## src/rtl/fetch_sequencer_if.sv

```systemverilog
// Instruction-memory request/grant/response bus between the fetch sequencer and imem.
// One response is returned per granted request; only one request is ever outstanding.
interface fetch_sequencer_if #(
    parameter int DATA_WIDTH = 32
);
    logic                  imem_req;
    logic [DATA_WIDTH-1:0] imem_addr;
    logic                  imem_gnt;
    logic                  imem_rvalid;
    logic [DATA_WIDTH-1:0] imem_rdata;

    modport master (
        output imem_req,
        output imem_addr,
        input  imem_gnt,
        input  imem_rvalid,
        input  imem_rdata
    );

    modport slave (
        input  imem_req,
        input  imem_addr,
        output imem_gnt,
        output imem_rvalid,
        output imem_rdata
    );
endinterface

```

## src/rtl/fetch_sequencer.sv

```systemverilog
// Owns the architectural PC, fetches one instruction at a time from imem, holds it
// for decode under stall, applies execute redirects and drops stale responses.
module fetch_sequencer #(
    parameter int                    DATA_WIDTH   = 32,
    parameter logic [DATA_WIDTH-1:0] RESET_VECTOR = '0,
    parameter int                    TIMEOUT      = 15
) (
    input  logic                  clk,
    input  logic                  rst,
    input  logic                  stall,
    input  logic                  redir_valid,
    input  logic [DATA_WIDTH-1:0] redir_target,
    fetch_sequencer_if.master     imem,
    output logic [DATA_WIDTH-1:0] instr,
    output logic [DATA_WIDTH-1:0] instr_pc,
    output logic                  instr_valid,
    output logic [DATA_WIDTH-1:0] pc,
    output logic [DATA_WIDTH-1:0] pcplus4,
    output logic                  flush,
    output logic                  fetch_err
);

    localparam int            CW       = $clog2(TIMEOUT + 1);
    localparam logic [CW-1:0] CNT_LAST = CW'(TIMEOUT - 1);
    localparam logic [CW-1:0] CNT_MAX  = CW'(TIMEOUT);

    typedef enum logic [1:0] {
        S_REQ,
        S_WAIT,
        S_HOLD,
        S_ERR
    } state_t;

    state_t        state;
    logic          drop;
    logic [CW-1:0] wait_cnt;

    assign imem.imem_req  = (state == S_REQ);
    assign imem.imem_addr = pc;
    assign pcplus4        = pc + DATA_WIDTH'(4);

    always_ff @(posedge clk) begin
        if (rst) begin
            state       <= S_REQ;
            pc          <= RESET_VECTOR;
            instr       <= '0;
            instr_pc    <= '0;
            instr_valid <= 1'b0;
            flush       <= 1'b0;
            fetch_err   <= 1'b0;
            drop        <= 1'b0;
            wait_cnt    <= '0;
        end else begin
            // NOTE: defaults first; a later non-blocking assignment in this block overrides them.
            flush <= 1'b0;
            if (instr_valid && !stall) begin
                instr_valid <= 1'b0;
            end

            if (redir_valid && state != S_ERR) begin
                if (redir_target[1:0] != 2'b00) begin
                    fetch_err   <= 1'b1;
                    instr_valid <= 1'b0;
                    drop        <= 1'b0;
                    state       <= S_ERR;
                end else begin
                    pc          <= redir_target;
                    instr_valid <= 1'b0;
                    flush       <= 1'b1;
                    // The in-flight response still has to arrive; remember to discard it.
                    if (state == S_WAIT && !imem.imem_rvalid) begin
                        drop  <= 1'b1;
                        state <= S_WAIT;
                        if (wait_cnt != CNT_MAX) begin
                            wait_cnt <= wait_cnt + 1'b1;
                        end
                    end else begin
                        drop  <= 1'b0;
                        state <= S_REQ;
                    end
                end
            end else begin
                unique case (state)
                    S_REQ: begin
                        if (imem.imem_gnt) begin
                            wait_cnt <= '0;
                            state    <= S_WAIT;
                        end
                    end
                    S_WAIT: begin
                        if (imem.imem_rvalid) begin
                            if (drop) begin
                                drop  <= 1'b0;
                                state <= S_REQ;
                            end else begin
                                instr       <= imem.imem_rdata;
                                instr_pc    <= pc;
                                instr_valid <= 1'b1;
                                pc          <= pcplus4;
                                state       <= stall ? S_HOLD : S_REQ;
                            end
                        end else if (wait_cnt >= CNT_LAST) begin
                            fetch_err   <= 1'b1;
                            instr_valid <= 1'b0;
                            state       <= S_ERR;
                        end else begin
                            wait_cnt <= wait_cnt + 1'b1;
                        end
                    end
                    S_HOLD: begin
                        if (!stall) begin
                            instr_valid <= 1'b0;
                            state       <= S_REQ;
                        end
                    end
                    S_ERR: begin
                        instr_valid <= 1'b0;
                    end
                endcase
            end
        end
    end

endmodule

```

## src/flat_wrapper.sv

```systemverilog
// flat-port wrapper written by rule: the top's interface ports become plain ports
module fetch_sequencer_flat 
#(
    parameter int                    DATA_WIDTH   = 32,
    parameter logic [DATA_WIDTH-1:0] RESET_VECTOR = '0,
    parameter int                    TIMEOUT      = 15
)
  (clk, rst, stall, redir_valid, redir_target, instr, instr_pc, instr_valid, pc, pcplus4, flush, fetch_err, imem_imem_req, imem_imem_addr, imem_imem_gnt, imem_imem_rvalid, imem_imem_rdata);
  fetch_sequencer_if #(.DATA_WIDTH(DATA_WIDTH)) imem_i ();
  input  logic clk;
  input  logic rst;
  input  logic stall;
  input  logic redir_valid;
  input  logic [DATA_WIDTH-1:0] redir_target;
  output logic [DATA_WIDTH-1:0] instr;
  output logic [DATA_WIDTH-1:0] instr_pc;
  output logic instr_valid;
  output logic [DATA_WIDTH-1:0] pc;
  output logic [DATA_WIDTH-1:0] pcplus4;
  output logic flush;
  output logic fetch_err;
  output wire logic [$bits(imem_i.imem_req)-1:0] imem_imem_req;
  output wire logic [$bits(imem_i.imem_addr)-1:0] imem_imem_addr;
  input wire logic [$bits(imem_i.imem_gnt)-1:0] imem_imem_gnt;
  input wire logic [$bits(imem_i.imem_rvalid)-1:0] imem_imem_rvalid;
  input wire logic [$bits(imem_i.imem_rdata)-1:0] imem_imem_rdata;
  assign imem_imem_req = imem_i.imem_req;
  assign imem_imem_addr = imem_i.imem_addr;
  assign imem_i.imem_gnt = imem_imem_gnt;
  assign imem_i.imem_rvalid = imem_imem_rvalid;
  assign imem_i.imem_rdata = imem_imem_rdata;
  fetch_sequencer #(.DATA_WIDTH(DATA_WIDTH), .RESET_VECTOR(RESET_VECTOR), .TIMEOUT(TIMEOUT)) u_core (.clk(clk), .rst(rst), .stall(stall), .redir_valid(redir_valid), .redir_target(redir_target), .imem(imem_i), .instr(instr), .instr_pc(instr_pc), .instr_valid(instr_valid), .pc(pc), .pcplus4(pcplus4), .flush(flush), .fetch_err(fetch_err));
endmodule
```

## config.mk

```make
export PLATFORM = sky130hd
export DESIGN_NAME = fetch_sequencer_flat
export DESIGN_NICKNAME = d
export VERILOG_FILES = /design/src/rtl/fetch_sequencer_if.sv /design/src/rtl/fetch_sequencer.sv /design/src/flat_wrapper.sv
export SDC_FILE = /design/constraint.sdc
export NUM_CORES = 1
export LEC_CHECK = 0
export CAP_MARGIN = 20
export CORE_MARGIN = 2
export CORE_UTILIZATION = 45
export DETAILED_ROUTE_END_ITERATION = 10
export PLACE_DENSITY = 0.91
export SYNTH_ARGS = -nofsm -noshare
export SYNTH_HDL_FRONTEND = slang
export SYNTH_SLANG_ARGS = --single-unit
```

## constraint.sdc

```tcl
create_clock -name clk -period 6.12 [get_ports clk]
set_input_delay 0.612 -clock clk [delete_from_list [all_inputs] [get_ports clk]]
set_output_delay 0.612 -clock clk [all_outputs]
set_load 0.02 [all_outputs]
```

==> flow_summary.html, run 1 <==
<table>
<tr><th>Metric</th><th>Value</th></tr>
<tr><th colspan="2">Outcome</th></tr>
<tr><td>Outcome</td><td>finished clean</td></tr>
<tr><th colspan="2">STA</th></tr>
<tr><td>Setup Total Neg Slack</td><td>0 ns</td></tr>
<tr><td>Top achievable clock speed</td><td>270 MHz</td></tr>
<tr><td>Number of setup violations in the final report</td><td>0</td></tr>
<tr><td>Crit share post-route</td><td>60.5%</td></tr>
<tr><td>Clock Skews</td><td>0.00871 ns</td></tr>
<tr><td>Post-route minimum period</td><td>3.70 ns</td></tr>
<tr><td>Number of hold violations in the final report</td><td>0</td></tr>
<tr><td>Pin slew with the least headroom to its limit</td><td>0.953 ns</td></tr>
<tr><td>Setup repair after global routing missed its margin</td><td>no</td></tr>
<tr><td>Worst slew slack as a fraction of its limit</td><td>36.0%</td></tr>
<tr><td>Max-slew violations</td><td>0</td></tr>
<tr><th colspan="2">Clock tree</th></tr>
<tr><td>Root buffer cell</td><td>sky130_fd_sc_hd__clkbuf_16</td></tr>
<tr><td>CTS tree</td><td>built</td></tr>
<tr><td>H-tree level count</td><td>3</td></tr>
<tr><td>CTS Buf Count</td><td>9</td></tr>
<tr><td>Hold_buf cts</td><td>0</td></tr>
<tr><td>Clock transition at the registers of the reported paths</td><td>0.07 ns</td></tr>
<tr><td>Max Buffers Root-to-Sink</td><td>2</td></tr>
<tr><td>Clock insertion delay at the later pin of the skew report</td><td>0.35 ns</td></tr>
<tr><td>Postcts setup bufs</td><td>0</td></tr>
<tr><td>Number of sinks driven by the clock tree</td><td>106</td></tr>
<tr><td>Post-cts gate resize count</td><td>0</td></tr>
<tr><th colspan="2">Critical path</th></tr>
<tr><td>Category of the most critical setup path</td><td>reg -&gt; out</td></tr>
<tr><td>Start of the worst register-to-register path</td><td>u_core.state[1]$_SDFFE_PP0P_</td></tr>
<tr><td>Beginning of the critical path</td><td>u_core.imem.imem_addr[13]$_SDFFE_PP0P_</td></tr>
<tr><td>CP required</td><td>5.51 ns</td></tr>
<tr><td>Max stage delay cell, worst path</td><td>sky130_fd_sc_hd__nor4_4</td></tr>
<tr><td>Worst r2r dst</td><td>u_core.imem.imem_addr[31]$_SDFFE_PP0P_</td></tr>
<tr><td>Largest delay share family, worst path</td><td>simple AND/OR/NAND/NOR gates</td></tr>
<tr><td>Depth of the worst register-to-register path</td><td>7</td></tr>
<tr><td>Kind of end point of the critical path</td><td>primary output</td></tr>
<tr><td>Worst setup SP type</td><td>register</td></tr>
<tr><td>CP arrival</td><td>3.09 ns</td></tr>
<tr><td>Combined buffer and inverter count along the critical path</td><td>1</td></tr>
<tr><td>FF-to-FF setup slack</td><td>3.27 ns</td></tr>
<tr><td>Critical path fanouts, max</td><td>11</td></tr>
<tr><td>Critical Path Max Stage Delay</td><td>0.77 ns</td></tr>
<tr><td>Series of cell instances along the critical path</td><td>nand4_4 &gt; nor4_4 &gt; nand4_1 &gt; xnor2_1 &gt; clkdlybuf4s50_1</td></tr>
<tr><th colspan="2">Final layout</th></tr>
<tr><td>Proportion of layout cells with a drive suffix above 1</td><td>4.69%</td></tr>
<tr><td>Final instance area</td><td>0.00789 mm^2</td></tr>
<tr><td>Area growth, synth to finish</td><td>44.7%</td></tr>
<tr><td>Post-layout utilization of the core</td><td>66.2%</td></tr>
<tr><td>Antenna fix cells</td><td>0</td></tr>
<tr><td>Net total in the final layout</td><td>947</td></tr>
<tr><th colspan="2">Yosys</th></tr>
<tr><td>Synthesized netlist cell count</td><td>710</td></tr>
<tr><td>Part of the Yosys area used for sequential elements</td><td>38.9%</td></tr>
<tr><td>Leading area contributor after synthesis</td><td>sky130_fd_sc_hd__dfxtp_1</td></tr>
<tr><td>XOR/XNOR Fraction of Synth Area</td><td>4.66%</td></tr>
<tr><td>Synth Area in Simple Gates</td><td>25.3%</td></tr>
<tr><td>Post-synth ARST share</td><td>0%</td></tr>
<tr><td>Synth Net Count</td><td>787</td></tr>
<tr><td>Cell types with the highest counts after synthesis</td><td>sky130_fd_sc_hd__nand2_1, sky130_fd_sc_hd__dfxtp_1, sky130_fd_sc_hd__a21oi_1, sky130_fd_sc_hd__nor2_1, sky130_fd_sc_hd__buf_4</td></tr>
<tr><td>Most used standard cell by instance count after synthesis</td><td>sky130_fd_sc_hd__nand2_1</td></tr>
<tr><td>Multiplexer share of the synthesized area</td><td>0.941%</td></tr>
<tr><td>Fraction of the mapped netlist area in adder cells</td><td>1.61%</td></tr>
<tr><td>Top cells by area in the synthesized netlist</td><td>sky130_fd_sc_hd__dfxtp_1, sky130_fd_sc_hd__nand2_1, sky130_fd_sc_hd__a21oi_1, sky130_fd_sc_hd__buf_4, sky130_fd_sc_hd__nor2_1</td></tr>
<tr><td>Number of synthesized register bits</td><td>106</td></tr>
<tr><td>Share of the synthesized area in the top cell type</td><td>38.9%</td></tr>
<tr><td>Number of distinct library cell variants in the gate-level netlist after synthesis</td><td>59</td></tr>
<tr><td>Avg Cell Area, Syn</td><td>7.67 um^2</td></tr>
<tr><td>Warning count from the yosys run</td><td>0</td></tr>
<tr><td>Share of the synthesized area in compound gates (AO/OA/AOI/OAI)</td><td>18.8%</td></tr>
<tr><td>Largest family of logic cells by synthesized area</td><td>simple AND/OR/NAND/NOR gates</td></tr>
<tr><td>Cell area after synthesis</td><td>0.00545 mm^2</td></tr>
<tr><td>Commonest register cell after synthesis</td><td>sky130_fd_sc_hd__dfxtp_1</td></tr>
<tr><td>Number of synthesized flops with an enable pin</td><td>0</td></tr>
<tr><th colspan="2">Place</th></tr>
<tr><td>I/O Buffers</td><td>233</td></tr>
<tr><td>Weighted congestion reported at the end of routability-driven placement</td><td>0.861</td></tr>
<tr><td>Post-detailed-placement half-perimeter wirelength</td><td>11800 um</td></tr>
<tr><td>Cell Area, Placed</td><td>0.00754 mm^2</td></tr>
<tr><th colspan="2">Routing</th></tr>
<tr><td>Drt initial violations</td><td>330</td></tr>
<tr><td>Routed vias</td><td>5546</td></tr>
<tr><td>Antenna violation net count after detailed routing</td><td>0</td></tr>
<tr><td>Post-detailed-routing wire length</td><td>17000 um</td></tr>
<tr><td>Drc violations</td><td>0</td></tr>
<tr><td>Router iterations before antenna repair</td><td>4</td></tr>
<tr><td>Average routed wire per standard cell</td><td>16.7 um</td></tr>
<tr><td>Vias per Instance</td><td>5.43</td></tr>
<tr><th colspan="2">Power</th></tr>
<tr><td>Internal power</td><td>1.28 mW</td></tr>
<tr><td>Net Switching</td><td>0.543 mW</td></tr>
<tr><td>Register share of total power</td><td>42.0%</td></tr>
<tr><td>Switching Fraction</td><td>29.8%</td></tr>
<tr><td>Maximum ir drop on the vdd rail</td><td>0.137 mV</td></tr>
<tr><td>Leakage</td><td>2.80 nW</td></tr>
<tr><td>Pwr/cell area</td><td>231 mW/mm^2</td></tr>
<tr><td>Power share of the combinational group</td><td>23.1%</td></tr>
<tr><td>Clock network power share</td><td>34.9%</td></tr>
<tr><th colspan="2">Floorplanning</th></tr>
<tr><td>Chip Width</td><td>114 um</td></tr>
<tr><td>Effective utilization at floorplan</td><td>45.7%</td></tr>
<tr><td>Count of standard-cell rows</td><td>40</td></tr>
<tr><td>Io pins</td><td>234</td></tr>
<tr><td>Die area</td><td>0.0130 mm^2</td></tr>
<tr><td>Area of the core</td><td>0.0119 mm^2</td></tr>
<tr><td>Chip height</td><td>114 um</td></tr>
<tr><th colspan="2">Global route</th></tr>
<tr><td>Grt total ovfl</td><td>0</td></tr>
<tr><td>Antenna violations before repair</td><td>0</td></tr>
<tr><td>First-pass GRT wire length</td><td>26900 um</td></tr>
<tr><td>Vias in the first global route</td><td>5302</td></tr>
<tr><td>Overall routing resource usage</td><td>25.6%</td></tr>
<tr><td>Maximum number of pins on one net before global-route repair</td><td>110</td></tr>
<tr><th colspan="2">Hold path</th></tr>
<tr><td>Worst hold path type</td><td>reg -&gt; reg</td></tr>
<tr><td>Worst hold path stage count</td><td>2</td></tr>
<tr><td>Worst hold endpoint</td><td>u_core.instr[20]$_SDFFE_PP0P_</td></tr>
<tr><td>Hold Path Origin</td><td>u_core.instr[20]$_SDFFE_PP0P_</td></tr>
<tr><th colspan="2">Job</th></tr>
<tr><td>Max-cap check violation count</td><td>0</td></tr>
</table>
## worst max-delay path by stage
stage,endpoint,slack (ns),cells after the start
after floorplan,pcplus4[22],3.45,6
after global placement,pcplus4[27],2.87,5
final,pcplus4[27],2.42,5
after detailed placement,pcplus4[23],2.80,5
after global routing,pcplus4[22],2.20,7
after CTS,pcplus4[27],2.42,5
## tightest hold or removal path, stage by stage (launching register included)
cell and delay [ns]:
sky130_fd_sc_hd__dfxtp_1 0.31, sky130_fd_sc_hd__nand2_1 0.05, sky130_fd_sc_hd__a21oi_1 0.05
## cell families after synthesis
| kind of cell | after synthesis |
|---|---|
| mux | 5 |
| xor+xnor | 29 |
| buf+inv | 100 |
| simple gates | 298 |
| flops | 106 |
| compound gates | 165 |
| fa+ha+maj | 7 |
## sequential cells by signal, indices dropped and copies added, names as in the netlist
name                   flops
u_core.fetch_err           1
u_core.drop                1
u_core.flush               1
u_core.wait_cnt            4
u_core.instr_pc           32
u_core.instr              32
u_core.state               2
u_core.instr_valid         1
u_core.imem.imem_addr     32
## routing by layer
metal	part of all wire, %	track usage (%)	wire length (um)	vias up
met2	49	43.5	8330	228
met3	6.9	5.26	1180	36
met1	42	31.6	7090	2564
li1	-	-	-	2718
met4	2.5	10.8	428	0
met5	0	0	0	-
## placed cells by master, fill, tap and decap left out, types with 3 or more instances in the layout
cell	netlist	routed
sky130_fd_sc_hd__a211oi_1	5	5
sky130_fd_sc_hd__a21o_1	4	4
sky130_fd_sc_hd__a21oi_1	87	87
sky130_fd_sc_hd__a22o_1	7	7
sky130_fd_sc_hd__a22oi_1	8	8
sky130_fd_sc_hd__a31oi_1	7	7
sky130_fd_sc_hd__and3_1	7	7
sky130_fd_sc_hd__buf_4	38	7
sky130_fd_sc_hd__clkbuf_16	0	9
sky130_fd_sc_hd__clkdlybuf4s50_1	0	232
sky130_fd_sc_hd__dfxtp_1	106	106
sky130_fd_sc_hd__ha_1	7	7
sky130_fd_sc_hd__inv_1	9	9
sky130_fd_sc_hd__mux2i_1	4	4
sky130_fd_sc_hd__nand2_1	165	165
sky130_fd_sc_hd__nand2b_1	7	7
sky130_fd_sc_hd__nand3_1	24	24
sky130_fd_sc_hd__nand4_1	8	8
sky130_fd_sc_hd__nor2_1	51	51
sky130_fd_sc_hd__nor3_1	9	8
sky130_fd_sc_hd__nor3b_1	3	3
sky130_fd_sc_hd__nor4_1	5	5
sky130_fd_sc_hd__o211ai_1	5	5
sky130_fd_sc_hd__o21ai_0	14	14
sky130_fd_sc_hd__o22ai_1	4	4
sky130_fd_sc_hd__o31ai_1	4	3
sky130_fd_sc_hd__xnor2_1	17	17
sky130_fd_sc_hd__xor2_1	12	12
## through the flow
step	std cells	hold slack [ns]	setup WS, ns	total power [mW]
CTS	1021	0.455	2.42	1.83
detailed placement	1005	0.446	2.80	1.20
floorplan	710	0.505	3.45	1.02
global route	1022	0.473	2.20	1.89
global placement	1005	0.441	2.87	1.19
finish	1022	0.455	2.42	1.82
## power groups by stage
stage | Sequential, mW | Clock [mW] | Combinational (mW)
4_1_cts | 0.765 | 0.644 | 0.419
2_1_floorplan | 0.792 | 0 | 0.226
6_report | 0.765 | 0.637 | 0.422
3_3_place_gp | 0.778 | 0 | 0.413
3_5_place_dp | 0.781 | 0 | 0.417
5_1_grt | 0.771 | 0.671 | 0.451
## area by class of cell
type,instances,area [um^2]
repair buffers,240,2390
multi-input cells,504,2820
clock buffers,10,239
flip-flops and latches,106,2120
inverters,9,33.8
clock inverters,6,87.6
well taps,147,184
fillers,1001,4030
Power figures use the tool's default switching activity.
==> run 2: changes to the inputs <==
Settings changed: CORE_UTILIZATION 45 to 39, PLACE_DENSITY 0.91 to 0.85.
Clock period 6.12 ns to 3.4 ns, I/O delays scaled along.
==> run 2 against run 1 <==
Net effect:
- final area rose by 2.0%
- wire length rose by 2.5%
- sequential cell count did not move
- critical path depth did not move
- total power rose by 73%
- count of clock-buffer cells in the layout rose by 1
- combinational power rose by 88%
- register-to-register slack got worse by 2.3 ns
- clock power rose by 57%
- critical endpoint is now pcplus4[26]
==> flow_summary.html, run 2 (same netlist as run 1, synthesis figures left out) <==
<table>
<tr><th>Metric</th><th>Value</th></tr>
<tr><th colspan="2">Critical path</th></tr>
<tr><td>CP required</td><td>3.06 ns</td></tr>
<tr><td>CP arrival</td><td>2.85 ns</td></tr>
<tr><td>End of the critical path</td><td>pcplus4[26]</td></tr>
<tr><td>Worst setup SP type</td><td>register</td></tr>
<tr><td>Worst r2r dst</td><td>u_core.imem.imem_addr[29]$_SDFFE_PP0P_</td></tr>
<tr><td>Category of the most critical setup path</td><td>reg -&gt; out</td></tr>
<tr><td>Kind of end point of the critical path</td><td>primary output</td></tr>
<tr><td>Beginning of the critical path</td><td>u_core.imem.imem_addr[20]$_SDFFE_PP0P_</td></tr>
<tr><td>Start of the worst register-to-register path</td><td>u_core.state[0]$_SDFFE_PP0P_</td></tr>
<tr><td>Max stage delay cell, worst path</td><td>sky130_fd_sc_hd__clkdlybuf4s50_1</td></tr>
<tr><td>Critical Path Max Stage Delay</td><td>0.63 ns</td></tr>
<tr><td>FF-to-FF setup slack</td><td>0.99 ns</td></tr>
<tr><td>Critical path fanouts, max</td><td>10</td></tr>
<tr><td>Series of cell instances along the critical path</td><td>nand2_2 &gt; nor4_4 &gt; nand3_1 &gt; xnor2_1 &gt; clkdlybuf4s50_1</td></tr>
<tr><td>Depth of the worst register-to-register path</td><td>7</td></tr>
<tr><th colspan="2">STA</th></tr>
<tr><td>Top achievable clock speed</td><td>313 MHz</td></tr>
<tr><td>Clock Skews</td><td>0.0105 ns</td></tr>
<tr><td>Number of setup violations in the final report</td><td>0</td></tr>
<tr><td>Setup repair after global routing missed its margin</td><td>no</td></tr>
<tr><td>Max-slew violations</td><td>0</td></tr>
<tr><td>Crit share post-route</td><td>93.9%</td></tr>
<tr><td>Post-route minimum period</td><td>3.19 ns</td></tr>
<tr><td>Pin slew with the least headroom to its limit</td><td>0.601 ns</td></tr>
<tr><td>Number of hold violations in the final report</td><td>0</td></tr>
<tr><td>Worst hold margin</td><td>0.417 ns</td></tr>
<tr><td>Worst slew slack as a fraction of its limit</td><td>59.6%</td></tr>
<tr><td>Setup Total Neg Slack</td><td>0 ns</td></tr>
<tr><td>Worst Slack Setup Final</td><td>0.207 ns</td></tr>
<tr><th colspan="2">Outcome</th></tr>
<tr><td>Outcome</td><td>finished clean</td></tr>
<tr><th colspan="2">Routing</th></tr>
<tr><td>Vias per Instance</td><td>5.22</td></tr>
<tr><td>Average routed wire per standard cell</td><td>16.2 um</td></tr>
<tr><td>Router iterations before antenna repair</td><td>5</td></tr>
<tr><td>Routed vias</td><td>5622</td></tr>
<tr><td>Drt initial violations</td><td>278</td></tr>
<tr><td>Drc violations</td><td>0</td></tr>
<tr><td>Antenna violation net count after detailed routing</td><td>0</td></tr>
<tr><td>Post-detailed-routing wire length</td><td>17400 um</td></tr>
<tr><th colspan="2">Clock tree</th></tr>
<tr><td>Clock insertion delay at the later pin of the skew report</td><td>0.35 ns</td></tr>
<tr><td>Clock transition at the registers of the reported paths</td><td>0.07 ns</td></tr>
<tr><td>H-tree level count</td><td>3</td></tr>
<tr><td>CTS Buf Count</td><td>9</td></tr>
<tr><td>Max Buffers Root-to-Sink</td><td>2</td></tr>
<tr><td>Post-cts gate resize count</td><td>0</td></tr>
<tr><td>Root buffer cell</td><td>sky130_fd_sc_hd__clkbuf_16</td></tr>
<tr><td>Hold_buf cts</td><td>0</td></tr>
<tr><td>Number of sinks driven by the clock tree</td><td>106</td></tr>
<tr><td>CTS tree</td><td>built</td></tr>
<tr><th colspan="2">Global route</th></tr>
<tr><td>Antenna violations before repair</td><td>0</td></tr>
<tr><td>Met1 track demand over resource in global routing</td><td>27.4%</td></tr>
<tr><td>Vias in the first global route</td><td>5210</td></tr>
<tr><td>Overall routing resource usage</td><td>22.5%</td></tr>
<tr><td>Maximum number of pins on one net before global-route repair</td><td>44</td></tr>
<tr><td>Global-route track usage on met2</td><td>38.3%</td></tr>
<tr><td>First-pass GRT wire length</td><td>26600 um</td></tr>
<tr><td>Grt total ovfl</td><td>0</td></tr>
<tr><td>GR met3 Demand/Resource</td><td>7.02%</td></tr>
<tr><td>Gr busiest metal</td><td>met2</td></tr>
<tr><th colspan="2">Power</th></tr>
<tr><td>Switching Fraction</td><td>31.0%</td></tr>
<tr><td>Register share of total power</td><td>43.1%</td></tr>
<tr><td>Internal power</td><td>2.17 mW</td></tr>
<tr><td>Pwr/cell area</td><td>392 mW/mm^2</td></tr>
<tr><td>Maximum ir drop on the vdd rail</td><td>0.425 mV</td></tr>
<tr><td>Clock network power share</td><td>31.7%</td></tr>
<tr><td>Leakage</td><td>2.89 nW</td></tr>
<tr><td>Net Switching</td><td>0.976 mW</td></tr>
<tr><td>Power share of the combinational group</td><td>25.2%</td></tr>
<tr><td>Pwr Total</td><td>3.15 mW</td></tr>
<tr><th colspan="2">Final layout</th></tr>
<tr><td>Post-layout utilization of the core</td><td>58.4%</td></tr>
<tr><td>Most frequent cells in the layout</td><td>sky130_fd_sc_hd__clkdlybuf4s50_1, sky130_fd_sc_hd__nand2_1, sky130_fd_sc_hd__dfxtp_1</td></tr>
<tr><td>Proportion of layout cells with a drive suffix above 1</td><td>7.02%</td></tr>
<tr><td>Antenna fix cells</td><td>0</td></tr>
<tr><td>FILL cells</td><td>1231</td></tr>
<tr><td>Area growth, synth to finish</td><td>47.6%</td></tr>
<tr><td>Footprint of the flip-flops and latches</td><td>0.00212 mm^2</td></tr>
<tr><td>Most frequent standard cell in the layout excluding fill and tap cells</td><td>sky130_fd_sc_hd__clkdlybuf4s50_1</td></tr>
<tr><td>Net total in the final layout</td><td>970</td></tr>
<tr><td>Area occupied by multi-input gates</td><td>0.00282 mm^2</td></tr>
<tr><th colspan="2">Floorplanning</th></tr>
<tr><td>Die area</td><td>0.0149 mm^2</td></tr>
<tr><td>Area of the core</td><td>0.0138 mm^2</td></tr>
<tr><td>Count of standard-cell rows</td><td>43</td></tr>
<tr><td>Effective utilization at floorplan</td><td>39.6%</td></tr>
<tr><td>Chip Width</td><td>122 um</td></tr>
<tr><td>Chip height</td><td>122 um</td></tr>
<tr><td>Io pins</td><td>234</td></tr>
<tr><th colspan="2">Place</th></tr>
<tr><td>Post-detailed-placement half-perimeter wirelength</td><td>12500 um</td></tr>
<tr><td>Weighted congestion reported at the end of routability-driven placement</td><td>0.874</td></tr>
<tr><td>I/O Buffers</td><td>233</td></tr>
<tr><td>Worst slack at placement</td><td>0.328 ns</td></tr>
<tr><th colspan="2">Job</th></tr>
<tr><td>Max-cap check violation count</td><td>0</td></tr>
<tr><th colspan="2">Hold path</th></tr>
<tr><td>Worst hold path type</td><td>in -&gt; reg</td></tr>
</table>
-- run 2: worst min path at each step --
stage | startpoint | depth (start not counted) | slack [ns] | end
after floorplan | imem_imem_rvalid | 1 | 0.44 | u_core.drop$_SDFFE_PP0P_
after global placement | u_core.instr[14]$_SDFFE_PP0P_ | 2 | 0.44 | u_core.instr[14]$_SDFFE_PP0P_
after detailed placement | u_core.instr[7]$_SDFFE_PP0P_ | 2 | 0.45 | u_core.instr[7]$_SDFFE_PP0P_
after CTS | rst | 2 | 0.40 | u_core.instr_pc[29]$_SDFFE_PP0P_
after global routing | rst | 2 | 0.42 | u_core.instr_pc[29]$_SDFFE_PP0P_
final | rst | 2 | 0.42 | u_core.instr_pc[28]$_SDFFE_PP0P_
-- run 2: per-layer routing --
metal	share of wire, %	up-vias
li1	-	2759
met1	42	2643
met2	49	195
met3	6.7	25
met4	2.0	0
met5	0	-
-- run 2: cell type report --
cell class	count	share of cell area, %
flip-flops and latches	106	26.4
repair buffers	263	31.8
clock inverters	5	0.482
well taps	180	2.80
inverters	9	0.420
multi-input cells	504	35.1
clock buffers	11	3.02
-- run 2: critical path, delay by kind of cell, from the launching register on --
family        cells  cell delay [ns]
simple gates      3             1.09
buf+inv           1             0.63
flops             1             0.54
xor+xnor          1             0.24
-- run 2: power groups by stage --
stage	clock network (mW)	logic, mW	registers [mW]
floorplan	0	0.407	1.43
global placement	0	0.785	1.38
detailed placement	0	0.792	1.39
CTS	1.02	0.796	1.36
global route	1.06	0.855	1.37
finish	0.998	0.795	1.36
-- run 2: per-stage QoR --
stage	std cells	cell area [um^2]
after floorplan	710	5450
after global placement	1058	7730
after detailed placement	1058	7730
final	1078	8040
after global routing	1078	8040
after CTS	1077	8030
-- run 2: timing repair --
action,CTS,global route
pin swaps,1,1
setup buffers,3,1
endpoints found under the setup margin,1,6
==> run 3: changes to the inputs <==
--- a/config.mk
+++ b/config.mk
@@ -7,7 +7,9 @@
 export LEC_CHECK = 0
+export ABC_AREA = 1
 export CAP_MARGIN = 20
 export CORE_MARGIN = 2
-export CORE_UTILIZATION = 39
+export CORE_UTILIZATION = 38
 export DETAILED_ROUTE_END_ITERATION = 10
-export PLACE_DENSITY = 0.85
+export PLACE_DENSITY = 0.84
+export SETUP_SLACK_MARGIN = 0.05
 export SYNTH_ARGS = -nofsm -noshare
--- a/constraint.sdc
+++ b/constraint.sdc
@@ -3,2 +3,2 @@
 set_output_delay 0.34 -clock clk [all_outputs]
-set_load 0.02 [all_outputs]
+set_load 0.05 [all_outputs]
==> run 3 against run 2 <==
Net effect:
- die area is 0.64% lower
- final area down 3.8%
- area after synthesis decreased by 3.2%
- critical path type unchanged
- critical endpoint is now pcplus4[22]
- highest routed layer unchanged
==> flow_summary.html, run 3 <==
<table>
<tr><th>Metric</th><th>Value</th></tr>
<tr><th colspan="2">Power</th></tr>
<tr><td>Leakage</td><td>2.77 nW</td></tr>
<tr><td>Pwr/cell area</td><td>588 mW/mm^2</td></tr>
<tr><td>Maximum ir drop on the vdd rail</td><td>0.302 mV</td></tr>
<tr><td>Pwr Total</td><td>4.55 mW</td></tr>
<tr><th colspan="2">STA</th></tr>
<tr><td>Crit share post-route</td><td>91.3%</td></tr>
<tr><td>Worst hold margin</td><td>0.464 ns</td></tr>
<tr><td>Max-slew violations</td><td>0</td></tr>
<tr><td>Post-route minimum period</td><td>3.10 ns</td></tr>
<tr><td>Top achievable clock speed</td><td>322 MHz</td></tr>
<tr><td>Clock Skews</td><td>0.00948 ns</td></tr>
<tr><td>Setup Total Neg Slack</td><td>0 ns</td></tr>
<tr><td>Number of setup violations in the final report</td><td>0</td></tr>
<tr><td>Pin slew with the least headroom to its limit</td><td>0.663 ns</td></tr>
<tr><td>Number of hold violations in the final report</td><td>0</td></tr>
<tr><td>Setup repair after global routing missed its margin</td><td>no</td></tr>
<tr><td>Worst slew slack as a fraction of its limit</td><td>55.8%</td></tr>
<tr><th colspan="2">Floorplanning</th></tr>
<tr><td>Chip Width</td><td>122 um</td></tr>
<tr><td>Io pins</td><td>234</td></tr>
<tr><td>Chip height</td><td>122 um</td></tr>
<tr><td>Area of the core</td><td>0.0137 mm^2</td></tr>
<tr><td>Count of standard-cell rows</td><td>43</td></tr>
<tr><td>Effective utilization at floorplan</td><td>38.4%</td></tr>
<tr><td>Die area</td><td>0.0148 mm^2</td></tr>
<tr><th colspan="2">Yosys</th></tr>
<tr><td>Cell types with the highest counts after synthesis</td><td>sky130_fd_sc_hd__nand2_1, sky130_fd_sc_hd__a21oi_1, sky130_fd_sc_hd__dfxtp_1, sky130_fd_sc_hd__nor2_1, sky130_fd_sc_hd__o21ai_0</td></tr>
<tr><td>Part of the Yosys area used for sequential elements</td><td>40.2%</td></tr>
<tr><td>Number of synthesized flops with an enable pin</td><td>0</td></tr>
<tr><td>Warning count from the yosys run</td><td>0</td></tr>
<tr><td>Cell area after synthesis</td><td>0.00527 mm^2</td></tr>
<tr><td>Number of synthesized register bits</td><td>106</td></tr>
<tr><td>Post-synth ARST share</td><td>0%</td></tr>
<tr><td>Leading area contributor after synthesis</td><td>sky130_fd_sc_hd__dfxtp_1</td></tr>
<tr><td>Synth Net Count</td><td>827</td></tr>
<tr><td>Synthesized netlist cell count</td><td>750</td></tr>
<tr><td>Number of distinct library cell variants in the gate-level netlist after synthesis</td><td>31</td></tr>
<tr><td>Share of the synthesized area in the top cell type</td><td>40.2%</td></tr>
<tr><td>Commonest register cell after synthesis</td><td>sky130_fd_sc_hd__dfxtp_1</td></tr>
<tr><td>Avg Cell Area, Syn</td><td>7.03 um^2</td></tr>
<tr><td>Top cells by area in the synthesized netlist</td><td>sky130_fd_sc_hd__dfxtp_1, sky130_fd_sc_hd__nand2_1, sky130_fd_sc_hd__a21oi_1, sky130_fd_sc_hd__buf_4, sky130_fd_sc_hd__o21ai_0</td></tr>
<tr><td>Most used standard cell by instance count after synthesis</td><td>sky130_fd_sc_hd__nand2_1</td></tr>
<tr><th colspan="2">Critical path</th></tr>
<tr><td>Max stage delay cell, worst path</td><td>sky130_fd_sc_hd__clkdlybuf4s50_1</td></tr>
<tr><td>Category of the most critical setup path</td><td>reg -&gt; out</td></tr>
<tr><td>CP arrival</td><td>2.76 ns</td></tr>
<tr><td>CP most frequent cell</td><td>sky130_fd_sc_hd__nand2_1</td></tr>
<tr><td>Kind of end point of the critical path</td><td>primary output</td></tr>
<tr><td>Combined buffer and inverter count along the critical path</td><td>1</td></tr>
<tr><td>Series of cell instances along the critical path</td><td>ha_1 &gt; nand2_1 &gt; nor2_2 &gt; nand2_2 &gt; nor2_4 &gt; nand2_1 &gt; nand2_1 &gt; and2_1 &gt; clkdlybuf4s50_1</td></tr>
<tr><td>CP required</td><td>3.06 ns</td></tr>
<tr><td>Worst setup SP type</td><td>register</td></tr>
<tr><td>Critical Path Max Stage Delay</td><td>0.81 ns</td></tr>
<tr><td>Critical path fanouts, max</td><td>7</td></tr>
<tr><td>Largest delay share family, worst path</td><td>simple AND/OR/NAND/NOR gates</td></tr>
<tr><th colspan="2">Clock tree</th></tr>
<tr><td>Hold_buf cts</td><td>0</td></tr>
<tr><td>CTS Buf Count</td><td>9</td></tr>
<tr><td>Clock insertion delay at the later pin of the skew report</td><td>0.35 ns</td></tr>
<tr><td>Number of sinks driven by the clock tree</td><td>106</td></tr>
<tr><td>Post-cts gate resize count</td><td>0</td></tr>
<tr><td>Clock transition at the registers of the reported paths</td><td>0.07 ns</td></tr>
<tr><td>H-tree level count</td><td>3</td></tr>
<tr><td>Max Buffers Root-to-Sink</td><td>2</td></tr>
<tr><td>Root buffer cell</td><td>sky130_fd_sc_hd__clkbuf_16</td></tr>
<tr><td>CTS tree</td><td>built</td></tr>
<tr><td>Postcts setup bufs</td><td>0</td></tr>
<tr><th colspan="2">Routing</th></tr>
<tr><td>Drt initial violations</td><td>350</td></tr>
<tr><td>Vias per Instance</td><td>4.97</td></tr>
<tr><td>Routed vias</td><td>5532</td></tr>
<tr><td>Antenna violation net count after detailed routing</td><td>0</td></tr>
<tr><td>Post-detailed-routing wire length</td><td>17100 um</td></tr>
<tr><td>Drc violations</td><td>0</td></tr>
<tr><td>Router iterations before antenna repair</td><td>6</td></tr>
<tr><td>Average routed wire per standard cell</td><td>15.3 um</td></tr>
<tr><th colspan="2">Job</th></tr>
<tr><td>Max-cap check violation count</td><td>0</td></tr>
<tr><th colspan="2">Final layout</th></tr>
<tr><td>Net total in the final layout</td><td>1007</td></tr>
<tr><td>Area growth, synth to finish</td><td>46.7%</td></tr>
<tr><td>Post-layout utilization of the core</td><td>56.4%</td></tr>
<tr><td>Most frequent cells in the layout</td><td>sky130_fd_sc_hd__nand2_1, sky130_fd_sc_hd__clkdlybuf4s50_1, sky130_fd_sc_hd__a21oi_1</td></tr>
<tr><td>FILL cells</td><td>1257</td></tr>
<tr><td>Proportion of layout cells with a drive suffix above 1</td><td>5.47%</td></tr>
<tr><td>Most frequent standard cell in the layout excluding fill and tap cells</td><td>sky130_fd_sc_hd__nand2_1</td></tr>
<tr><td>Antenna fix cells</td><td>0</td></tr>
<tr><th colspan="2">Global route</th></tr>
<tr><td>Overall routing resource usage</td><td>22.1%</td></tr>
<tr><td>Maximum number of pins on one net before global-route repair</td><td>62</td></tr>
<tr><td>Grt total ovfl</td><td>0</td></tr>
<tr><td>Antenna violations before repair</td><td>0</td></tr>
<tr><td>Vias in the first global route</td><td>4965</td></tr>
<tr><td>First-pass GRT wire length</td><td>25900 um</td></tr>
<tr><th colspan="2">Place</th></tr>
<tr><td>Post-detailed-placement half-perimeter wirelength</td><td>12200 um</td></tr>
<tr><td>Weighted congestion reported at the end of routability-driven placement</td><td>0.908</td></tr>
<tr><td>I/O Buffers</td><td>233</td></tr>
<tr><th colspan="2">Hold path</th></tr>
<tr><td>Worst hold path type</td><td>reg -&gt; reg</td></tr>
<tr><th colspan="2">Outcome</th></tr>
<tr><td>Outcome</td><td>finished clean</td></tr>
</table>
==> run 3: cell count changes in the layout (fill, tap and decap cells not counted), sizes merged, moves of 8 or more <==
| cell | before | now |
|---|---|---|
| xnor2 | 17 | 4 |
| nor3 | 10 | 2 |
| o21ai | 14 | 47 |
| nor2 | 51 | 65 |
| and2 | 0 | 8 |
| a21oi | 87 | 126 |
| buf | 31 | 7 |
| nor4 | 8 | 0 |
| a22oi | 8 | 0 |
| inv | 10 | 34 |
| nand4 | 10 | 0 |
| nand2 | 168 | 240 |
==> run 3: stage by stage <==
step	instances	instance area (um^2)	setup WS (ns)
2_1_floorplan	750	5270	0.661
3_3_place_gp	1099	7450	0.738
3_5_place_dp	1099	7450	0.707
4_1_cts	1113	7740	0.305
5_1_grt	1113	7740	0.130
6_report	1113	7740	0.296
==> run 3: logic make-up (layout without fill, tap and decap cells) <==
family	after synthesis	count (layout)	synth area share, %
simple gates	339	339	27.1
fa+ha+maj	7	7	1.66
xor+xnor	17	17	2.97
compound gates	177	177	17.6
flops	106	106	40.2
buf+inv	104	287	10.5
==> run 3: where the power goes <==
group	internal [mW]	total [mW]	switching [mW]	leakage, nW
registers	1.36	1.53	0.168	0.863
clock network	0.562	1.02	0.463	0.129
logic	0.626	1.99	1.36	1.77
==> run 3: worst register-to-register path: cells and delay by family, from the launching register on <==
family	cells	cell delay [ns]
buffers and inverters	3	0.75
AND/OR/NAND/NOR	4	0.75
flip-flops	1	0.33
AO/OA/AOI/OAI	2	0.29
adder cells (fa/ha/maj)	1	0.26
==> run 3: final cells by class <==
class | instances | area (um^2) | share of cell area, %
clock inverters | 5 | 57.6 | 0.744
well taps | 180 | 225 | 2.91
multi-input cells | 540 | 2610 | 33.7
repair buffers | 239 | 2370 | 30.7
inverters | 34 | 128 | 1.65
clock buffers | 9 | 225 | 2.91
flip-flops and latches | 106 | 2120 | 27.4
==> run 3: worst paths after layout <==
path                                                             from                                     end  slack, ns  cells past startpoint
worst min register to register       u_core.instr_pc[15]$_SDFFE_PP0P_        u_core.instr_pc[15]$_SDFFE_PP0P_       0.46                      2
worst max-delay path            u_core.imem.imem_addr[3]$_SDFFE_PP0P_                             pcplus4[22]       0.30                      9
worst min-delay path                 u_core.instr_pc[15]$_SDFFE_PP0P_        u_core.instr_pc[15]$_SDFFE_PP0P_       0.46                      2
worst max register to register           u_core.state[0]$_SDFFE_PP0P_  u_core.imem.imem_addr[21]$_SDFFE_PP0P_       0.93                     10
==> run 3: routing by layer <==
metal	vias to the layer above	track usage, %	part of all wire (%)
li1	2736	-	-
met4	0	9.41	2.7
met1	2539	27.3	42
met3	27	4.45	7.3
met5	-	0	0
met2	230	37.3	48
==> RTL edit 1, RTL diff (config.mk and constraints of run 3) <==
Re-encode `state_t` (4 states) as one-hot, 4 bits wide.
--- a/src/rtl/fetch_sequencer.sv
+++ b/src/rtl/fetch_sequencer.sv
@@ -26,7 +26,7 @@
 
-    typedef enum logic [1:0] {
-        S_REQ,
-        S_WAIT,
-        S_HOLD,
-        S_ERR
+    typedef enum logic [3:0] {
+        S_REQ  = 4'b0001,
+        S_WAIT = 4'b0010,
+        S_HOLD = 4'b0100,
+        S_ERR  = 4'b1000
     } state_t;
Behaviour: same outputs for any inputs over 4 cycles, from zero or initial values and one cycle with rst high; so few cycles prove little.
==> RTL edit 1 against run 3 <==
- power is 1.7% lower
- worst setup slack worse by 0.039 ns
- synthesized area is 5.7% higher
- final area is 3.5% higher
- sequential share of layout area is 0.44 points lower
- critical path depth is 1 lower
- via count is 7.9% higher
- final cell count is 7.4% higher
- routed wire length is 6.5% higher
- sequential cell count is 2 higher
- largest power group unchanged
==> RTL edit 1: results (changes against run 3) <==
Placement:
- The number of placed instances, taps included is 1179 (+7.3%).
- The final HPWL from detailed placement is 13400 um (+9.8%).
- The weighted congestion reported at the end of routability-driven placement is 0.947 (+4.3%).
- The worst setup slack before clock tree synthesis is 0.653 ns (-0.0541 ns).

Yosys:
- The synthesized netlist net count was 899 (+8.7%).
- The dominant synthesized flop cell is sky130_fd_sc_hd__dfxtp_1.
- The synthesized instance count is 826 (+10%).
- Yosys attributes the largest share of cell area to sky130_fd_sc_hd__dfxtp_1 (39%), sky130_fd_sc_hd__nor2_1 (15%), sky130_fd_sc_hd__nand2_1 (9.1%), sky130_fd_sc_hd__buf_4 (6.2%), sky130_fd_sc_hd__o21ai_1 (5.9%).
- The sequential area share after synthesis is 38.8% (-1.4 points).
- The commonest cells after synthesis are sky130_fd_sc_hd__nor2_1 (223), sky130_fd_sc_hd__nand2_1 (135), sky130_fd_sc_hd__dfxtp_1 (108), sky130_fd_sc_hd__o21ai_1 (66), sky130_fd_sc_hd__inv_1 (53).
- The distinct cell type count after synthesis is 35 (+13%).
- The post-synthesis async set-or-reset flop share came to 0% (unchanged).

Clocking:
- The CTS buffer count is 9 (unchanged).

Critical path:
- The largest driver fanout on the critical path is 8 (+1).
- The arrival time at the worst endpoint is 2.80 ns (+0.04 ns).
- The slowest stage of the critical path is the sky130_fd_sc_hd__clkdlybuf4s50_1 cell.
- The beginning of the worst register-to-register path is u_core.state[3]$_SDFFE_PP0P_.
- The largest stage delay on the critical path came to 0.81 ns (about the same).
- The critical path starts at u_core.imem.imem_addr[4]$_SDFFE_PP0P_.

Finish:
- The proportion of layout cells with a drive suffix above 1 was 5.04% (-0.42 points).
- The library cell used most frequently in the layout, excluding fill and tap cells, is sky130_fd_sc_hd__clkdlybuf4s50_1.
- The layout net count was 1079 (+7.1%).

Detailed routing:
- The mean routed wirelength per cell is 15.2 um (-0.77%).
- The final routed wirelength across all metal layers is 18200 um (+6.5%).
- The detailed-router iteration count before antenna repair is 5 (-1).
- The vias per cell is 4.99 (+0.46%).
- The violation count after the first detailed-route iteration was 418 (+19%).

Worst hold path:
- The worst hold path begins at u_core.instr_valid$_SDFF_PP0_.
- The worst hold path belongs to the class flop to flop.

STA:
- The headroom to the max-slew limit is 44.2% (-12 points).
- The clock skew is 0.00657 ns (-0.00291 ns).

Global route:
- The via count of the first global-routing pass is 5333 (+7.4%).
- The wire length of the first global-routing pass is 28500 um (+10%).
- The global-route total usage across every layer is 22.6% (+0.49 points).
- The maximum number of pins on one net before global-route repair is 57 (-8.1%).

Status:
- The flow ran to the end, and the final reports show no timing, DRC or antenna violations.

Power:
- The total leakage power is 3.13 nW (+13%).
- The maximum VDD drop is 0.232 mV (-23%).
-- RTL edit 1: final cells by class --
class / instances / area (um^2)
fill: 1385 / 6410
clock buffer: 11 / 233
tap: 184 / 230
timing repair buffer: 240 / 2380
clock inverter: 5 / 62.6
sequential: 108 / 2160
inverter: 57 / 214
multi-input combinational: 590 / 2730
-- RTL edit 1: worst max-delay path: cells and delay by family, from the launching register on --
family / cells / cell delay, ns
buffers and inverters: 2 / 0.90
flip-flops: 1 / 0.61
AND/OR/NAND/NOR: 6 / 0.93
-- RTL edit 1: report_power, final --
part | switching, mW | internal (mW)
Clock | 0.492 | 0.575
Sequential | 0.168 | 1.39
Combinational | 1.25 | 0.590
Total | 1.91 | 2.56
-- RTL edit 1: logic make-up after synthesis --
logic type | Yosys count | synth area share [%]
flops | 108 | 38.8
buf+inv | 128 | 12.3
compound gates | 142 | 13.2
xor+xnor | 18 | 2.83
simple gates | 425 | 31.8
fa+ha+maj | 3 | 0.674
mux | 2 | 0.359
-- RTL edit 1: final timing paths --
| path | end | slack, ns | depth (start not counted) |
|---|---|---|---|
| worst min-delay path | u_core.instr_valid$_SDFF_PP0_ | 0.47 | 2 |
| worst max register to register | u_core.imem.imem_addr[18]$_SDFFE_PP0P_ | 1.06 | 8 |
| worst max-delay path | pcplus4[24] | 0.26 | 8 |
| worst min register to register | u_core.instr_valid$_SDFF_PP0_ | 0.47 | 2 |
-- RTL edit 1: per-layer routing --
metal,vias up,share of wire (%),global-route usage [%]
met2,282,47,37.2
met4,0,2.9,8.69
li1,2933,-,-
met1,2706,43,29.7
met5,-,0,0
met3,46,7.3,3.68
-- RTL edit 1: per-stage QoR --
step,utilization [%],cell area (um^2)
after floorplan,-,5570
after global placement,53.5,7720
after detailed placement,53.5,7720
after CTS,55.5,8010
after global routing,55.5,8010
final,55.5,8010
==> RTL edit 2, RTL diff (settings of run 3) <==
Made on the original files. `TIMEOUT` is set to 15 in 2 places; all go to 16.
--- a/src/rtl/fetch_sequencer.sv
+++ b/src/rtl/fetch_sequencer.sv
@@ -5,3 +5,3 @@
     parameter logic [DATA_WIDTH-1:0] RESET_VECTOR = '0,
-    parameter int                    TIMEOUT      = 15
+    parameter int                    TIMEOUT      = 16
 ) (
--- a/src/flat_wrapper.sv
+++ b/src/flat_wrapper.sv
@@ -5,3 +5,3 @@
     parameter logic [DATA_WIDTH-1:0] RESET_VECTOR = '0,
-    parameter int                    TIMEOUT      = 15
+    parameter int                    TIMEOUT      = 16
 )
Function: same outputs for any inputs over 4 cycles, from zero or initial values and one cycle with rst high; that may be too few to reach the edited logic, so the function may still have changed.
==> RTL edit 2 against run 3 <==
- non-clock buffer count down 1
- count of clock-buffer cells in the layout up 3
- synthesized cell count up 3.1%
- sequential cell count up 1
- final area up 1.1%
- synthesized area up 1.4%
- utilization up 0.20 points
- critical path depth down 2
- power about the same
- routed wire length up 3.3%
- global-route usage up 1.4 points
- die area up 1.4%
- worst setup slack worse by 0.034 ns
- largest cell class unchanged
==> RTL edit 2: results (changes against run 3) <==
Status:
- The flow ran to the end, and the final reports show no timing, DRC or antenna violations.

Finish:
- The proportion of layout cells with a drive suffix above 1 is 4.81% (-0.65 points).
- The layout net count is 1030 (+2.3%).
- The count of fill cells added during filler insertion is 1290 (+2.6%).

Yosys:
- Among all flip-flop cells after synthesis, the most frequent one is sky130_fd_sc_hd__dfxtp_1.
- The post-synthesis async set-or-reset flop share is 0% (unchanged).
- The sequential area share after synthesis came to 40.0% (-0.20 points).
- The synthesized netlist net count is 851 (+2.9%).
- Sorting the synthesized cells by how often they occur yields sky130_fd_sc_hd__nor2_1 (163), sky130_fd_sc_hd__nand2_1 (135), sky130_fd_sc_hd__dfxtp_1 (107), sky130_fd_sc_hd__o21ai_0 (96), sky130_fd_sc_hd__a21oi_1 (74).
- The distinct cell type count after synthesis is 32 (+3.2%).
- By area the synthesized netlist is led by sky130_fd_sc_hd__dfxtp_1 (40%), sky130_fd_sc_hd__nor2_1 (11%), sky130_fd_sc_hd__nand2_1 (9.5%), sky130_fd_sc_hd__o21ai_0 (9.0%), sky130_fd_sc_hd__a21oi_1 (6.9%).

Placement:
- The weighted congestion reported at the end of routability-driven placement is 0.909 (+0.20%).
- The final HPWL from detailed placement is 12600 um (+3.3%).

Detailed routing:
- The vias per cell is 4.99 (+0.45%).
- The final routed wirelength across all metal layers was 17600 um (+3.3%).
- The violation count after the first detailed-route iteration came to 341 (-2.6%).
- The detailed-router iteration count before antenna repair is 5 (-1).

Critical path:
- The largest driver fanout on the critical path is 6 (-1).
- The endpoint of the worst-slack reg-to-reg timing path is u_core.imem.imem_addr[13]$_SDFFE_PP0P_.
- The number of cell instances on the worst register-to-register path is 9 (-1).
- The worst setup path endpoint is pcplus4[20].
- The internal reg-to-reg setup slack is 0.77 ns (-0.16 ns).
- The arrival time at the worst endpoint is 2.80 ns (+0.04 ns).
- Broken down by cell family, the worst path's largest delay share belongs to buffers and inverters.

Worst hold path:
- The start point of the worst min-delay path is u_core.fetch_err$_SDFFE_PP0P_.
- The hold-critical path depth is 2 (unchanged).
- The worst hold path class is flop to flop.
- The endpoint of the worst hold path is u_core.fetch_err$_SDFFE_PP0P_.

Power:
- The total leakage power is 3.08 nW (+11%).
- The maximum VDD drop is 0.323 mV (+7.1%).

Clocking:
- The count of clock tree sinks came to 107 (+0.94%).

STA:
- The slew at the pin closest to its max-slew limit came to 1.00 ns (+0.339 ns).
- The clock skew is 0.00472 ns (-0.00475 ns).

Global route:
- The global-route total usage across every layer is 23.5% (+1.4 points).
- The wire length of the first global-routing pass was 27600 um (+6.7%).
- The maximum number of pins on one net before global-route repair was 70 (+13%).
- The via count of the first global-routing pass is 5339 (+7.5%).
-- RTL edit 2: cell types whose count changed after synthesis, moves of 9 or more --
cell                      before  now
sky130_fd_sc_hd__nand2_1     237  135
sky130_fd_sc_hd__inv_1        31   42
sky130_fd_sc_hd__nor2_1       53  163
sky130_fd_sc_hd__o21ai_0      47   96
sky130_fd_sc_hd__a21oi_1     117   74
sky130_fd_sc_hd__a21oi_2       9    0
-- RTL edit 2: power breakdown --
group | internal (mW) | switching (mW) | leakage [nW]
clock network | 0.537 | 0.476 | 0.139
registers | 1.41 | 0.164 | 0.872
logic | 0.623 | 1.34 | 2.07
total | 2.57 | 1.98 | 3.08
-- RTL edit 2: through the flow --
step                cell area (um^2)  setup WS (ns)  std cells  hold slack (ns)
floorplan                       5350          0.668        773            0.464
global placement                7550          0.648       1121            0.461
detailed placement              7550          0.625       1121            0.490
CTS                             7830          0.252       1136            0.500
global route                    7830         0.0699       1136            0.523
finish                          7830          0.262       1136            0.490
-- RTL edit 2: kinds of logic after synthesis --
| kind of cell | share of synthesized area, % |
|---|---|
| compound gates | 17.5 |
| simple gates | 26.9 |
| buf+inv | 10.8 |
| fa+ha+maj | 1.87 |
| flops | 40.0 |
| xor+xnor | 2.90 |
-- RTL edit 2: worst register-to-register path: stages, from the launching register on --
cell,delay (ns)
sky130_fd_sc_hd__dfxtp_1,0.33
sky130_fd_sc_hd__ha_1,0.24
sky130_fd_sc_hd__inv_1,0.06
sky130_fd_sc_hd__nand2_1,0.23
sky130_fd_sc_hd__nand2_2,0.19
sky130_fd_sc_hd__nor2_4,0.08
sky130_fd_sc_hd__nor2_4,0.55
sky130_fd_sc_hd__inv_2,0.44
sky130_fd_sc_hd__o21ai_0,0.32
sky130_fd_sc_hd__a21oi_1,0.07
-- RTL edit 2: layout make-up --
| class | count | area [um^2] | area share, % |
|---|---|---|---|
| inverters | 44 | 165 | 2.11 |
| flip-flops and latches | 107 | 2140 | 27.4 |
| repair buffers | 238 | 2380 | 30.4 |
| clock inverters | 3 | 22.5 | 0.288 |
| multi-input cells | 552 | 2630 | 33.6 |
| well taps | 180 | 225 | 2.88 |
| clock buffers | 12 | 256 | 3.28 |
-- RTL edit 2: layer usage --
metal  up-vias  GRT usage [%]  wire [um]
li1       2810              -          -
met1      2573           30.4       7490
met2       249           37.3       8150
met3        40           5.67       1350
met4         0           10.2        645
met5         -              0          0
